**src/rtl/coin_input_conditioner.sv**
```systemverilog
// Conditions four bouncy coin/selection buttons into single-cycle, spaced event pulses.
// Path per input: 2-flop sync -> debounce -> pending flag -> fixed-priority arbiter with gap timer.
module coin_input_conditioner #(
  parameter int unsigned DEBOUNCE_CYCLES = 50000,
  parameter int unsigned GAP_CYCLES      = 2
) (
  input  logic clk,
  input  logic resetN,
  input  logic joltRaw,
  input  logic buzzWaterRaw,
  input  logic nickelRaw,
  input  logic dimeRaw,
  output logic jolt,
  output logic buzzWater,
  output logic nickel,
  output logic dime,
  output logic busy
);

  localparam logic [15:0] CntMax  = 16'(DEBOUNCE_CYCLES - 1);
  localparam logic [3:0]  GapLoad = 4'(GAP_CYCLES);

  // Bit order doubles as arbitration priority: 0 = dime (highest) .. 3 = buzzWater.
  logic [3:0]  rawVec;
  logic [3:0]  sync1Q, sync2Q;
  logic [3:0]  stableQ, stableD;
  logic [3:0]  rise;
  logic [3:0]  pendingQ, pendingD;
  logic [3:0]  agedQ, agedD;
  logic [3:0]  grant;
  logic [3:0]  pulseQ;
  logic [15:0] cntQ [4];
  logic [15:0] cntD [4];
  logic [3:0]  gapQ, gapD;
  logic        busyQ, busyD;

  assign rawVec = {buzzWaterRaw, joltRaw, nickelRaw, dimeRaw};

  always_comb begin
    for (int i = 0; i < 4; i++) begin
      stableD[i] = stableQ[i];
      cntD[i]    = '0;
      if (sync2Q[i] != stableQ[i]) begin
        if (cntQ[i] == CntMax) begin
          stableD[i] = sync2Q[i];
        end else begin
          cntD[i] = cntQ[i] + 16'd1;
        end
      end
    end
  end

  assign rise = stableD & ~stableQ;

  // Only flags that have been pending for a full cycle (aged) compete, so a flag set on a
  // firing edge waits for the next arbitration opportunity.
  always_comb begin
    grant = '0;
    gapD  = gapQ;
    if (gapQ == 4'd0) begin
      if (agedQ[0]) begin
        grant = 4'b0001;
      end else if (agedQ[1]) begin
        grant = 4'b0010;
      end else if (agedQ[2]) begin
        grant = 4'b0100;
      end else if (agedQ[3]) begin
        grant = 4'b1000;
      end
      if (grant != 4'd0) begin
        gapD = GapLoad;
      end
    end else begin
      gapD = gapQ - 4'd1;
    end
  end

  assign pendingD = (pendingQ & ~grant) | rise;
  assign agedD    = pendingQ & pendingD & ~grant;
  assign busyD    = (|pendingQ) | (gapQ != 4'd0);

  always_ff @(posedge clk) begin
    if (!resetN) begin
      sync1Q   <= '0;
      sync2Q   <= '0;
      stableQ  <= '0;
      pendingQ <= '0;
      agedQ    <= '0;
      pulseQ   <= '0;
      gapQ     <= '0;
      busyQ    <= 1'b0;
      for (int i = 0; i < 4; i++) begin
        cntQ[i] <= '0;
      end
    end else begin
      sync1Q   <= rawVec;
      sync2Q   <= sync1Q;
      stableQ  <= stableD;
      pendingQ <= pendingD;
      agedQ    <= agedD;
      pulseQ   <= grant;
      gapQ     <= gapD;
      busyQ    <= busyD;
      for (int i = 0; i < 4; i++) begin
        cntQ[i] <= cntD[i];
      end
    end
  end

  assign dime      = pulseQ[0];
  assign nickel    = pulseQ[1];
  assign jolt      = pulseQ[2];
  assign buzzWater = pulseQ[3];
  assign busy      = busyQ;

endmodule

```
**config.mk**
```make
export PLATFORM = sky130hd
export DESIGN_NAME = coin_input_conditioner
export DESIGN_NICKNAME = d
export VERILOG_FILES = /design/src/rtl/coin_input_conditioner.sv
export SDC_FILE = /design/constraint.sdc
export NUM_CORES = 1
export LEC_CHECK = 0
export CORE_ASPECT_RATIO = 1.25
export CORE_MARGIN = 3
export CORE_UTILIZATION = 55
export CTS_CLUSTER_SIZE = 10
export DETAILED_ROUTE_END_ITERATION = 16
export HOLD_SLACK_MARGIN = 0.06
export PLACE_DENSITY = 0.75
export SYNTH_ARGS = -nofsm -noshare
export SYNTH_HDL_FRONTEND = slang
export SYNTH_SLANG_ARGS = --single-unit
```
**constraint.sdc**
```tcl
create_clock -name clk -period 1.77 [get_ports clk]
set_input_delay 0.2655 -clock clk [delete_from_list [all_inputs] [get_ports clk]]
set_output_delay 0.2655 -clock clk [all_outputs]
set_load 0.1 [all_outputs]
```
==> results <==
## final cells by class
cell class / instances / area (sq um) / area share [%]
repair buffers: 30 / 250 / 5.59
inverters: 17 / 63.8 / 1.43
multi-input cells: 302 / 1940 / 43.4
clock buffers: 12 / 165 / 3.69
well taps: 87 / 109 / 2.43
flip-flops and latches: 93 / 1870 / 41.8
clock inverters: 4 / 77.6 / 1.73
## synthesized netlist by cell type, types with 3 or more instances
cell type | n | area share [%]
o21a_1 | 3 | 0.59
nor4bb_1 | 4 | 1.0
ha_1 | 6 | 2.0
nand3_1 | 23 | 3.0
dfxtp_1 | 93 | 48
nor2_1 | 73 | 7.1
and2_1 | 11 | 1.8
nor3_1 | 19 | 2.5
mux2i_1 | 4 | 1.0
xor2_1 | 15 | 3.4
a21boi_0 | 4 | 0.78
clkbuf_1 | 7 | 0.68
nand4_1 | 17 | 2.8
or4b_1 | 3 | 0.78
xnor2_1 | 45 | 10
nor3b_1 | 4 | 0.78
nand2_1 | 19 | 1.9
a21oi_1 | 3 | 0.39
and3_1 | 11 | 1.8
nor4b_1 | 4 | 0.91
inv_1 | 17 | 1.7
nor2b_1 | 6 | 0.98
nor4_1 | 17 | 2.8
## registers in the layout, indices dropped and copies added, names as in the netlist
name and flops:
sync2Q 4, agedQ 4, sync1Q 4, cntQ 64
stableQ 4, busy 1, pendingQ 4, gapQ 4
pulseQ 4
## power breakdown
group	switching, mW	internal (mW)
logic	0.335	0.324
clock network	0.711	0.919
registers	0.0514	2.16
## per-layer routing
metal / vias up / GRT usage [%]
li1: 1507 / -
met1: 1360 / 22.6
met2: 31 / 31.6
met3: 7 / 5.07
met4: 0 / 8.32
met5: - / 0
## repair_timing
item,CTS,global route
setup endpoints to repair,20,23
pin swaps,2,7
resized for setup,5,14
setup buffers,0,3
cloned,1,0
## cells by family (layout without fill, tap and decap cells)
| family | Yosys count | after routing |
|---|---|---|
| buffers and inverters | 25 | 63 |
| DFF | 93 | 93 |
| xor gates and xnor gates | 60 | 60 |
| and+or+nand+nor | 218 | 219 |
| AOI/OAI and AO/OA | 13 | 13 |
| muxes | 4 | 4 |
| adders and majority gates | 6 | 6 |
## critical path, stage by stage (launching register included)
cell	delay, ns
dfxtp_2	0.32
or4b_4	0.53
or4_4	0.59
mux2i_1	0.18
nor2b_1	0.06
## path summary, 6_finish.rpt
check	start	endpoint
max	cntQ[0][7]	stableQ[0]
min	sync1Q[2]	sync2Q[2]
min reg2reg	sync1Q[2]	sync2Q[2]
max reg2reg	cntQ[0][7]	stableQ[0]
==> results.ini <==
[layout]
finalNetCount=465
n_antenna_cell=0
design_area_sq_um=4470
synthToLayoutAreaGrowth_pct=16.3
final_util_pct=66.9
mostFrequentLayoutCell=dfxtp_1
num-fill-cells=542
finish.cell_count_without_fillers=545
most-common-layout-cells=dfxtp_1, nor2_1, xnor2_1
drive_above_1_share_pct=13.5

[sta]
setup_ws_ns=-0.0188
timing.max_slew.rel_slack_pct=67.6
fin_worst_skew_ns=0.0113
hold_viol=0
setup_viol_count_final=3
setup_tns_ns=-0.0452
min_cycle_time_layout_ns=1.79
final.period_utilization_pct=101
timing_max_transition_violations_final=0
holdWs_ns=0.440
unrepaired_setup_endpoints_after_global_routing=true
tightestPinTransition_ns=0.485
achievable-frequency_mhz=559

[clocking]
cts_tree=done
cts_root_buffer=clkbuf_8
clk-insertion-delay-late_ns=0.36
ctsHtreeMaxLevel=3
cts.hold.buffers_added=0
tritoncts.num_buffers=9
clock-sinks=93
cts_buffer_depth=2
cts.reportedPaths.clkPinSlew_ns=0.08

[floorplan]
vertical_die_dimension_um=99.5
design.die.area_sq_um=8040
die-width_um=80.8
core_rows=33
io_pins=11
starting_utilization_of_the_core_area_pct=57.5
core_area_sq_um=6690

[drt]
remaining_drcs=0
num_vias=2905
met2RoutedLength_um=3390
wl_met3_um=167
routed_via_density=5.33
first_pass_iters=4
final_antenna_net_count=0
drt_wl_total_um=6930
routedWlPerCell_um=12.7
wirelength_met1_um=3280
top_layer=met4
dr.first_iter.drc_count=77

[synthesis]
synth.avg_cell_area_sq_um=9.18
ys.flop_type=dfxtp_1
mappedNetlistNets=431
synth_adder_area_share_pct=1.95
postSynthRegisterBits=93
synth.yosys.seq_area_share_pct=48.4
yosysUniqueCellTypes=34
synth-compound-area-share_pct=2.41
post_synth_and_or_nand_nor_area_fraction_pct=29.8
synth-edff-count=0
dominant_combinational_cell_family_by_area_after_synthesis=simple AND/OR/NAND/NOR gates
post_synth_inst_count=419
synth_warnings=0
syn-cell-area_sq_um=3850
post_synth_mux_area_share_pct=1.04
synth_xor_area_share_pct=13.7
synthArstFlopShare_pct=0

[worst_setup_path]
timing.critical_path.fanout_max=4
worstSetupStartpointType=register
critical_path.endpoint_type=register
worst_ep_arrival_time_ns=2.04
cp.required_ns=2.02
regToRegSetupSlack_ns=-0.02
worstRegToRegCells=4
worst-setup-path-type=register to register

[place]
place.port_buffers=10
placedCellCount=525
preCtsSetupSlack_ns=-0.0318
finalWeightedCongestion=0.849
place_hpwl_um=4590
place_area_sq_um=4150

[job]
max_cap_violations=0

[power_and_ir_drop]
power_mw=4.50
p_leak_nw=1.53
peak_supply_drop_uv=707
power_per_cell_area_nw_per_um2=1010

[global_route]
grt_util_all_layers_pct=18.9
grt_start_max_net_pins=40
first_pass_grt_wire_length_um=12200
antenna_found_initial=0
grt_pass1_vias=2897
grt_remaining_overflow=0

[outcome]
failed_checks=setup timing
outcome=finished with violations

[min_path]
timing.hold.worst.class=register to register
hold-path-cell-count=1

(Power assumes the default switching activity.)
